--- config.mk ---
export PLATFORM = sky130hd
export DESIGN_NAME = z80_bus_responder_flat
export DESIGN_NICKNAME = d
export VERILOG_FILES = /design/src/rtl/z80_resp_pkg.sv /design/src/rtl/z80_bus_responder_if.sv /design/src/rtl/z80_cycle_decode.sv /design/src/rtl/z80_bus_responder.sv /design/src/flat_wrapper.sv
export SDC_FILE = /design/constraint.sdc
export NUM_CORES = 1
export LEC_CHECK = 0
export ABC_AREA = 1
export BUFFER_PORTS_ARGS = -buffer_cell sky130_fd_sc_hd__buf_2
export CAP_MARGIN = 30
export CORE_MARGIN = 3
export CORE_UTILIZATION = 54
export DETAILED_ROUTE_END_ITERATION = 10
export PLACE_DENSITY_LB_ADDON = 0.2
export SETUP_SLACK_MARGIN = 0.2
export SYNTH_ARGS = -nofsm -noshare
export SYNTH_HDL_FRONTEND = slang
export SYNTH_SLANG_ARGS = --single-unit
--- constraint.sdc ---
create_clock -name CLK -period 3.9 [get_ports CLK]
set_clock_uncertainty 0.15 [all_clocks]
set_input_delay 0.195 -clock CLK [delete_from_list [all_inputs] [get_ports CLK]]
set_output_delay 0.195 -clock CLK [all_outputs]
set_load 0.03 [all_outputs]
--- src/rtl/z80_resp_pkg.sv ---
// z80_resp_pkg: shared types and constants for the Z80 bus responder.
package z80_resp_pkg;

    typedef enum logic [2:0] {S_IDLE, S_REQ, S_DRIVE, S_HOLD, S_DRAIN} state_t;

    typedef enum logic [2:0] {C_NONE, C_MEM_RD, C_MEM_WR, C_IO_RD, C_IO_WR, C_INTA, C_REFRESH} cls_t;

    localparam logic [7:0] TIMEOUT_DATA = 8'hFF;

    function automatic logic is_xfer(cls_t c);
        return c inside {C_MEM_RD, C_MEM_WR, C_IO_RD, C_IO_WR};
    endfunction

    function automatic logic is_write(cls_t c);
        return c inside {C_MEM_WR, C_IO_WR};
    endfunction

    function automatic logic is_io(cls_t c);
        return c inside {C_IO_RD, C_IO_WR};
    endfunction

endpackage

--- src/rtl/z80_bus_responder_if.sv ---
// z80_bus_responder_if: CPU-side strobes/data plus backend request/ack bundle.
interface z80_bus_responder_if;
    logic        nM1, nMREQ, nIORQ, nRD, nWR, nRFSH;
    logic [15:0] A;
    logic [7:0]  D_in, D_out;
    logic        D_oe, nWAIT;
    logic        req, we, is_io;
    logic [15:0] addr;
    logic [7:0]  wdata;
    logic        ack;
    logic [7:0]  rdata, int_vector;
    logic        proto_err;

    modport slave (
        input  nM1, nMREQ, nIORQ, nRD, nWR, nRFSH, A, D_in, ack, rdata, int_vector,
        output D_out, D_oe, nWAIT, req, we, is_io, addr, wdata, proto_err
    );

    modport master (
        output nM1, nMREQ, nIORQ, nRD, nWR, nRFSH, A, D_in, ack, rdata, int_vector,
        input  D_out, D_oe, nWAIT, req, we, is_io, addr, wdata, proto_err
    );
endinterface

--- src/rtl/z80_cycle_decode.sv ---
// z80_cycle_decode: classifies sampled strobes into a bus cycle and flags illegal combinations.
module z80_cycle_decode
    import z80_resp_pkg::*;
(
    input  logic m1,
    input  logic mreq,
    input  logic iorq,
    input  logic rd,
    input  logic wr,
    input  logic rfsh,
    output cls_t cls,
    output logic err
);
    always_comb begin
        err = (!rd && !wr) || (!mreq && !iorq);
        cls = err            ? C_NONE    :
              (!mreq && !rfsh) ? C_REFRESH :
              (!m1 && !iorq)   ? C_INTA    :
              (!mreq && !rd)   ? C_MEM_RD  :
              (!mreq && !wr)   ? C_MEM_WR  :
              (!iorq && !rd)   ? C_IO_RD   :
              (!iorq && !wr)   ? C_IO_WR   : C_NONE;
    end
endmodule

--- src/rtl/z80_bus_responder.sv ---
// z80_bus_responder: turns sampled Z80 bus cycles into single backend requests,
// stalling the CPU with nWAIT and driving read/interrupt data back onto the bus.
module z80_bus_responder
    import z80_resp_pkg::*;
#(
    parameter int         ACK_TIMEOUT    = 255,
    parameter logic [7:0] INT_VECTOR_DEF = 8'hFF
) (
    input logic CLK,
    input logic RESET,
    z80_bus_responder_if.slave bus
);
    localparam logic [7:0] TO_LAST = 8'(ACK_TIMEOUT - 1);

    state_t      state, state_n;
    cls_t        cls;
    logic        s_m1, s_mreq, s_iorq, s_rd, s_wr, s_rfsh;
    logic        err, err_q, perr_q;
    logic [15:0] addr_q;
    logic        we_q, io_q, aborted, inta_f;
    logic [7:0]  wdata_q, dout_q, vec_q, cnt;
    logic        xfer_start, inta_start, released, done, drop;

    z80_cycle_decode u_dec (
        .m1(s_m1), .mreq(s_mreq), .iorq(s_iorq), .rd(s_rd), .wr(s_wr), .rfsh(s_rfsh),
        .cls(cls), .err(err)
    );

    always_comb begin
        xfer_start = state == S_IDLE && is_xfer(cls);
        inta_start = state == S_IDLE && cls == C_INTA;
        released   = (io_q ? s_iorq : s_mreq) || (we_q ? s_wr : s_rd);
        done       = bus.ack || cnt == TO_LAST;
        drop       = aborted || released;
        state_n    = state;
        case (state)
            S_IDLE:  state_n = xfer_start ? S_REQ : inta_start ? S_DRIVE : S_IDLE;
            S_REQ:   state_n = !done ? S_REQ : drop ? S_DRAIN : we_q ? S_HOLD : S_DRIVE;
            S_DRIVE: state_n = (inta_f ? s_iorq : s_rd) ? S_IDLE : S_DRIVE;
            S_HOLD:  state_n = s_wr ? S_IDLE : S_HOLD;
            default: state_n = S_IDLE;
        endcase
    end

    always_ff @(posedge CLK) begin
        if (RESET) state <= S_IDLE;
        else       state <= state_n;
    end

    always_ff @(posedge CLK) begin
        if (RESET) begin
            {s_m1, s_mreq, s_iorq, s_rd, s_wr, s_rfsh} <= 6'b111111;
            err_q   <= 1'b0;
            perr_q  <= 1'b0;
            addr_q  <= '0;
            we_q    <= 1'b0;
            io_q    <= 1'b0;
            wdata_q <= '0;
            dout_q  <= '0;
            vec_q   <= INT_VECTOR_DEF;
            cnt     <= '0;
            aborted <= 1'b0;
            inta_f  <= 1'b0;
        end else begin
            {s_m1, s_mreq, s_iorq, s_rd, s_wr, s_rfsh} <= {bus.nM1, bus.nMREQ, bus.nIORQ, bus.nRD, bus.nWR, bus.nRFSH};
            err_q  <= err;
            perr_q <= err && !err_q;
            vec_q  <= bus.int_vector;
            if (xfer_start) begin
                addr_q  <= bus.A;
                we_q    <= is_write(cls);
                io_q    <= is_io(cls);
                wdata_q <= bus.D_in;
                cnt     <= '0;
                aborted <= 1'b0;
                inta_f  <= 1'b0;
            end
            if (inta_start) begin
                dout_q <= vec_q;
                inta_f <= 1'b1;
            end
            if (state == S_REQ) begin
                cnt <= cnt + 8'd1;
                if (released) aborted <= 1'b1;
                // Aborted reads never update the bus data: the CPU is no longer listening.
                if (done && !we_q && !drop) dout_q <= bus.ack ? bus.rdata : TIMEOUT_DATA;
            end
        end
    end

    assign bus.req       = state == S_REQ;
    assign bus.nWAIT     = !(state == S_REQ || xfer_start);
    assign bus.D_oe      = state == S_DRIVE;
    assign bus.D_out     = dout_q;
    assign bus.addr      = addr_q;
    assign bus.we        = we_q;
    assign bus.is_io     = io_q;
    assign bus.wdata     = wdata_q;
    assign bus.proto_err = perr_q;
endmodule

--- src/flat_wrapper.sv ---
// flat-port wrapper written by rule: the top's interface ports become plain ports
module z80_bus_responder_flat import z80_resp_pkg::*;
#(
    parameter int         ACK_TIMEOUT    = 255,
    parameter logic [7:0] INT_VECTOR_DEF = 8'hFF
)
  (CLK, RESET, bus_nM1, bus_nMREQ, bus_nIORQ, bus_nRD, bus_nWR, bus_nRFSH, bus_A, bus_D_in, bus_ack, bus_rdata, bus_int_vector, bus_D_out, bus_D_oe, bus_nWAIT, bus_req, bus_we, bus_is_io, bus_addr, bus_wdata, bus_proto_err);
  z80_bus_responder_if bus_i ();
  input logic CLK;
  input logic RESET;
  input wire logic [$bits(bus_i.nM1)-1:0] bus_nM1;
  input wire logic [$bits(bus_i.nMREQ)-1:0] bus_nMREQ;
  input wire logic [$bits(bus_i.nIORQ)-1:0] bus_nIORQ;
  input wire logic [$bits(bus_i.nRD)-1:0] bus_nRD;
  input wire logic [$bits(bus_i.nWR)-1:0] bus_nWR;
  input wire logic [$bits(bus_i.nRFSH)-1:0] bus_nRFSH;
  input wire logic [$bits(bus_i.A)-1:0] bus_A;
  input wire logic [$bits(bus_i.D_in)-1:0] bus_D_in;
  input wire logic [$bits(bus_i.ack)-1:0] bus_ack;
  input wire logic [$bits(bus_i.rdata)-1:0] bus_rdata;
  input wire logic [$bits(bus_i.int_vector)-1:0] bus_int_vector;
  output wire logic [$bits(bus_i.D_out)-1:0] bus_D_out;
  output wire logic [$bits(bus_i.D_oe)-1:0] bus_D_oe;
  output wire logic [$bits(bus_i.nWAIT)-1:0] bus_nWAIT;
  output wire logic [$bits(bus_i.req)-1:0] bus_req;
  output wire logic [$bits(bus_i.we)-1:0] bus_we;
  output wire logic [$bits(bus_i.is_io)-1:0] bus_is_io;
  output wire logic [$bits(bus_i.addr)-1:0] bus_addr;
  output wire logic [$bits(bus_i.wdata)-1:0] bus_wdata;
  output wire logic [$bits(bus_i.proto_err)-1:0] bus_proto_err;
  assign bus_i.nM1 = bus_nM1;
  assign bus_i.nMREQ = bus_nMREQ;
  assign bus_i.nIORQ = bus_nIORQ;
  assign bus_i.nRD = bus_nRD;
  assign bus_i.nWR = bus_nWR;
  assign bus_i.nRFSH = bus_nRFSH;
  assign bus_i.A = bus_A;
  assign bus_i.D_in = bus_D_in;
  assign bus_i.ack = bus_ack;
  assign bus_i.rdata = bus_rdata;
  assign bus_i.int_vector = bus_int_vector;
  assign bus_D_out = bus_i.D_out;
  assign bus_D_oe = bus_i.D_oe;
  assign bus_nWAIT = bus_i.nWAIT;
  assign bus_req = bus_i.req;
  assign bus_we = bus_i.we;
  assign bus_is_io = bus_i.is_io;
  assign bus_addr = bus_i.addr;
  assign bus_wdata = bus_i.wdata;
  assign bus_proto_err = bus_i.proto_err;
  z80_bus_responder #(.ACK_TIMEOUT(ACK_TIMEOUT), .INT_VECTOR_DEF(INT_VECTOR_DEF)) u_core (.CLK(CLK), .RESET(RESET), .bus(bus_i));
endmodule
# Yosys cells after proc, flatten, opt, wreduce, memory -nomap -nowiden
# Index checks and enable logic that the tools add are counted.
word_totals:
  out_inout_bits: 38
  ff_bits: 63
  in_bits: 49
op_classes:
  reduce_logical: 34
  n_eq_ne: 9
  add_sub_neg: 1
  mux: 29
ops:
  columns: ["operator", "n"]
  rows:
  - ["$mux W8", 6]
  - ["$mux W3", 10]
  - ["$logic_and A1 B1 Y1", 13]
  - ["$eq A3 B2 Y1 const B", 4]
  - ["$pmux W3 S4", 1]
  - ["$logic_not A1 Y1", 10]
  - ["$mux W1", 9]
  - ["$add A8 B1 Y8 const B", 1]
  - ["$eq A8 B8 Y1 const B", 1]
  - ["$reduce_bool A2 Y1", 4]
  - ["$eq A3 B1 Y1 const B", 2]
  - ["$eq A3 B3 Y1 const B", 2]
  - ["$mux W2", 3]
  - ["$logic_or A1 B1 Y1", 5]
  - ["$reduce_bool A4 Y1", 1]
  - ["$logic_not A3 Y1", 1]

# Longest topological paths before layout
logic_depth:
  word_depth: 15
  ltp_mapped: 13
  mapped_depth_nobuf: 13

# By module
# Synthesis repeated with hierarchy kept, for this count alone.
hier_totals:
  cells_unflattened: 385
  hier_area_um2: 2761.4
modules_own_cells:
  columns: ["mod", "seq_area_each_um2", "instances", "cells_each", "area_per_inst_um2"]
  rows:
  - ["z80_bus_responder", 1261.2, 1, 364, 2672.6]
  - ["z80_cycle_decode", 0.0, 1, 21, 88.8]

# Least setup slack after synthesis
# No wires, ideal clock.
synth_path:
  path_type: "register to register"
  from: "register u_core.s_mreq"
  to: "register u_core.cnt[1]"
  t_required_ns: 3.689
  setup_time_ns: 0.061
  path_buffers: 1
  path_stages_with_launch: 10
  path_slack_ns: 1.914
  arrival_ns: 1.775
  synth_period_minus_slack_ns: 1.986
  cell_sequence: "dfxtp_1 nor2_2 a21oi_4 nand3_2 nand3_4 nand2_4 buf_6 nor2_1 nand3_1 nand2_1"
synth_via:
  elab_chain_cells: 11
  elab_cells_between_ends: 18
  classes_between: "eq/ne: 4; mux: 5; reduce/logical: 9"
synth_lines:
  columns: ["item", "line_no", "rtl"]
  rows:
  - ["start, declared", "z80_bus_responder.sv:17", "logic s_m1, s_mreq, s_iorq, s_rd, s_wr, s_rfsh;"]
  - ["start signal, assigned", "z80_bus_responder.sv:65", "{s_m1, s_mreq, s_iorq, s_rd, s_wr, s_rfsh} <= {bus.nM1, bus.nMREQ, bus.nIORQ, bus.nRD, bus.nWR, bus.nRFSH};"]
  - ["$logic_not A1 Y1 *", null, null]
  - ["$logic_and A1 B1 Y1", "z80_cycle_decode.sv:20", "(!mreq && !wr) ? C_MEM_WR :"]
  - ["$mux W3", "z80_cycle_decode.sv:20", null]
  - ["$mux W3", "z80_cycle_decode.sv:19", "(!mreq && !rd) ? C_MEM_RD :"]
  - ["$mux W3", "z80_cycle_decode.sv:18", "(!m1 && !iorq) ? C_INTA :"]
  - ["$mux W3", "z80_cycle_decode.sv:17", "(!mreq && !rfsh) ? C_REFRESH :"]
  - ["$mux W3 *", "z80_cycle_decode.sv:16", "cls = err ? C_NONE :"]
  - ["$eq A3 B1 Y1 (tied with other cells)", "z80_resp_pkg.sv:11", "return c inside {C_MEM_RD, C_MEM_WR, C_IO_RD, C_IO_WR};"]
  - ["$reduce_bool A4 Y1 *", "z80_resp_pkg.sv:11", null]
  - ["$logic_and A1 B1 Y1 *", "z80_bus_responder.sv:30", "xfer_start = state == S_IDLE && is_xfer(cls);"]
  - ["$reduce_bool A2 Y1 (no source line) *", null, null]
  - ["end signal, assigned", "z80_bus_responder.sv:83", "cnt <= cnt + 8'd1;"]
  - ["end, declared", "z80_bus_responder.sv:21", "logic [7:0] wdata_q, dout_q, vec_q, cnt;"]
# Every way passes the cells marked *; elsewhere a longest branch is shown, timed or not.
# A chain may end at the register's enable or synchronous reset.

# Worst setup path in the final report
layout_path:
  from: "register u_core.s_mreq"
  to: "output bus_nWAIT"
layout_via:
  elab_chain_cells: 12
  elab_cells_between_ends: 19
  classes_between: "eq/ne: 4; mux: 5; reduce/logical: 10"
layout_lines:
  columns: ["item", "line_no", "rtl"]
  rows:
  - ["$logic_not A1 Y1 *", null, null]
  - ["$logic_and A1 B1 Y1", "z80_cycle_decode.sv:20", null]
  - ["$mux W3", "z80_cycle_decode.sv:20", null]
  - ["$mux W3", "z80_cycle_decode.sv:19", null]
  - ["$mux W3", "z80_cycle_decode.sv:18", null]
  - ["$mux W3", "z80_cycle_decode.sv:17", null]
  - ["$mux W3 *", "z80_cycle_decode.sv:16", null]
  - ["$eq A3 B1 Y1 (tied with other cells)", "z80_resp_pkg.sv:11", null]
  - ["$reduce_bool A4 Y1 *", "z80_resp_pkg.sv:11", null]
  - ["$logic_and A1 B1 Y1 *", "z80_bus_responder.sv:30", null]
  - ["$logic_or A1 B1 Y1 *", "z80_bus_responder.sv:92", "assign bus.nWAIT = !(state == S_REQ || xfer_start);"]
  - ["$logic_not A1 Y1 *", "z80_bus_responder.sv:92", null]
  - ["end, declared", "flat_wrapper.sv:24", "output wire logic [$bits(bus_i.nWAIT)-1:0] bus_nWAIT;"]
# Marks and branches as above.

==> impl_metrics.env <==
export IMPL_status="completed"
export IMPL_port_buffer_count=86
export IMPL_synth_edf_count=0
export IMPL_end_kind="output pin"
export IMPL_finalSetupTns_ns=0
export IMPL_fin_util_pct=78.9
export IMPL_die_area_um2=5940
export IMPL_die_h_um=77.1
export IMPL_hpwl_mm=4.31
export IMPL_maxCapViolations=0
export IMPL_final_layout_size_suffix_gt1_share_pct=29.8
export IMPL_routed_via_density=4.83
export IMPL_peakVddDrop_mv=0.304
export IMPL_synth_flop_cell="dfxtp_1"
export IMPL_diodes=0
export IMPL_dr_pass1_iters=8
export IMPL_antenna_left=0
export IMPL_cellPowerDensity_nw_per_um2=440
export IMPL_worst_path_max_delay_cell="dfxtp_1"
export IMPL_tightest_slew_ns=0.522
export IMPL_clk_latency_ns=0.34
export IMPL_overflow=0
export IMPL_syn_to_final_growth_pct=38.5
export IMPL_required_ns=3.56
export IMPL_leakagePower_uw=0.00185
export IMPL_critPathLaunchType="flip-flop"
export IMPL_ctsHtreeMaxLevel=3
export IMPL_clock_tree_buffer_depth=2
export IMPL_grt_total_usage_pct=25.5
export IMPL_slew_headroom_pct=65.2
export IMPL_grt_max_degree=50
export IMPL_grt_antenna_before_repair=0
export IMPL_layout_commonest_cell="nand2_1"
export IMPL_netlist_area_um2=2730
export IMPL_synth_seq_cells=63
export IMPL_cts_clk_slew_worst_paths_ns=0.07
export IMPL_rsz0062_at_grt="false"
export IMPL_drc=0
export IMPL_grt_pass1_wl_mm=12.2
export IMPL_nFillCells=360
export IMPL_cts_made_buffers=9
export IMPL_setup_viol=0
export IMPL_slowest_delay_ns=0.42
export IMPL_worstPathMaxFanout=30
export IMPL_hold_class="in -> reg"
export IMPL_routed_wl_mm=7.03
export IMPL_yosys_warnings=0
export IMPL_fmax_mhz=406
export IMPL_power_uw=1660
export IMPL_min_period_ns=2.46
export IMPL_maxSlewViolCount=0
export IMPL_routabilityCongestion=0.783
export IMPL_syn_inst=365
export IMPL_cts_tree="done"
export IMPL_io_pins=87
export IMPL_clock_sinks=63
export IMPL_seq_area_frac_synth_pct=46.3
export IMPL_wl_per_cell_um=12.5
export IMPL_min_period_over_period_pct=63.1
export IMPL_dpl_cell_area_um2=3170
export IMPL_yosysUniqueCellTypes=32
export IMPL_synthesis_nets=416
export IMPL_rows=25
export IMPL_root_buffer="clkbuf_8"
export IMPL_core_area_um2=4790
export IMPL_drt_initial_drc_count=170
export IMPL_synthArstFlopShare_pct=0
export IMPL_die_w_um=77.1
export IMPL_fin_nets=540
export IMPL_grt_pass1_vias=2729
export IMPL_arrival_ns=2.12
export IMPL_final_area_um2=3780
export IMPL_start_util_pct=57.0
export IMPL_path_class="reg -> out"
export IMPL_hold_violations=0
export IMPL_crit_chain="nor2_2 -> a21oi_4 -> nand3_2 -> nand2_1 -> nand2_2 -> nand2_4 -> nor2_1 -> buf_2"
export IMPL_syn_area_per_cell_um2=7.47
export IMPL_final_cell_mix="nand2_1 (105), buf_2 (86), dfxtp_1 (63), dlygate4sd3_1 (38)"
export IMPL_num_vias=2710
-- metal layers --
metal / vias to the layer above / routed length [µm] / track usage [%]
li1: 1399 / - / -
met1: 1217 / 2850 / 29.2
met2: 85 / 3620 / 45.4
met3: 9 / 464 / 7.16
met4: 0 / 102 / 8.90
met5: - / 0 / 0
-- report_power, final --
part,internal (µW),switching (µW)
Sequential,687,27.0
Clock,377,248
Combinational,114,210
-- repair_timing --
action | 4_1_cts | 5_1_grt
hold endpoints to repair | 38 | 0
hold buffers | 38 | 0
resized for setup | 0 | 0
buffers inserted | 0 | 0
-- cell usage after synthesis (2+ instances only) --
cell type	count	share of area, %
a21oi_1	32	5.9
a21oi_2	8	2.6
buf_2	2	0.37
clkbuf_1	7	0.96
clkinv_1	2	0.28
dfxtp_1	63	46
ha_1	2	0.92
inv_1	32	4.4
inv_2	4	0.55
nand2_1	105	14
nand2_2	11	2.5
nand2_4	2	0.83
nand3_1	21	3.9
nand4_1	6	1.4
nor2_1	28	3.9
nor2_2	2	0.46
nor3_1	2	0.37
nor4_1	2	0.46
o21ai_0	8	1.5
or2_2	14	3.2
-- stage by stage --
| stage | hold WS, ns | std cells | worst slack (ns) |
|---|---|---|---|
| 6_report | 0.0724 | 561 | 1.44 |
| 5_1_grt | 0.104 | 561 | 1.23 |
| 4_1_cts | 0.0509 | 561 | 1.44 |
| 3_5_place_dp | 0.230 | 507 | 1.64 |
| 3_3_place_gp | 0.227 | 507 | 1.68 |
| 2_1_floorplan | 0.149 | 365 | 1.91 |
-- layout make-up --
class | instances | area [µm²] | share of cell area [%]
flip-flops and latches | 63 | 1260 | 33.4
multi-input cells | 252 | 1250 | 33.0
repair buffers | 125 | 818 | 21.7
inverters | 38 | 143 | 3.78
clock buffers | 11 | 141 | 3.74
well taps | 67 | 83.8 | 2.22
clock inverters | 5 | 81.3 | 2.15
-- flip-flops by register name (all words and copies together), names as in the netlist, 3 cells and up --
name              cells
u_core.bus.addr      16
u_core.bus.D_out      8
u_core.bus.wdata      8
u_core.cnt            8
u_core.vec_q          8
u_core.state          3
-- worst paths after layout --
kind	startpoint	endpoint	slack (ns)	depth (start not counted)
setup / recovery	u_core.s_mreq	bus_nWAIT	1.44	8
hold reg to reg	u_core.err_q	u_core.bus.proto_err	0.26	1
setup reg to reg	u_core.s_mreq	u_core.cnt[4]	1.62	9
hold / removal	bus_rdata[4]	u_core.bus.D_out[4]	0.07	7
-- logic make-up (layout without fill, tap and decap cells) --
group	after synthesis	count (layout)	share of synthesized area [%]
and+or+nand+nor	197	197	33.4
adders and majority gates	2	2	0.918
DFF	63	63	46.3
AOI/OAI and AO/OA	53	53	11.5
buffers and inverters	50	179	7.99
-- critical path, delay by kind of cell, from the launching register on --
kind / cells / cell delay, ns
AO/OA/AOI/OAI: 1 / 0.25
buffers and inverters: 1 / 0.20
flip-flops: 1 / 0.42
AND/OR/NAND/NOR: 6 / 0.90
(Power assumes the default switching activity.)
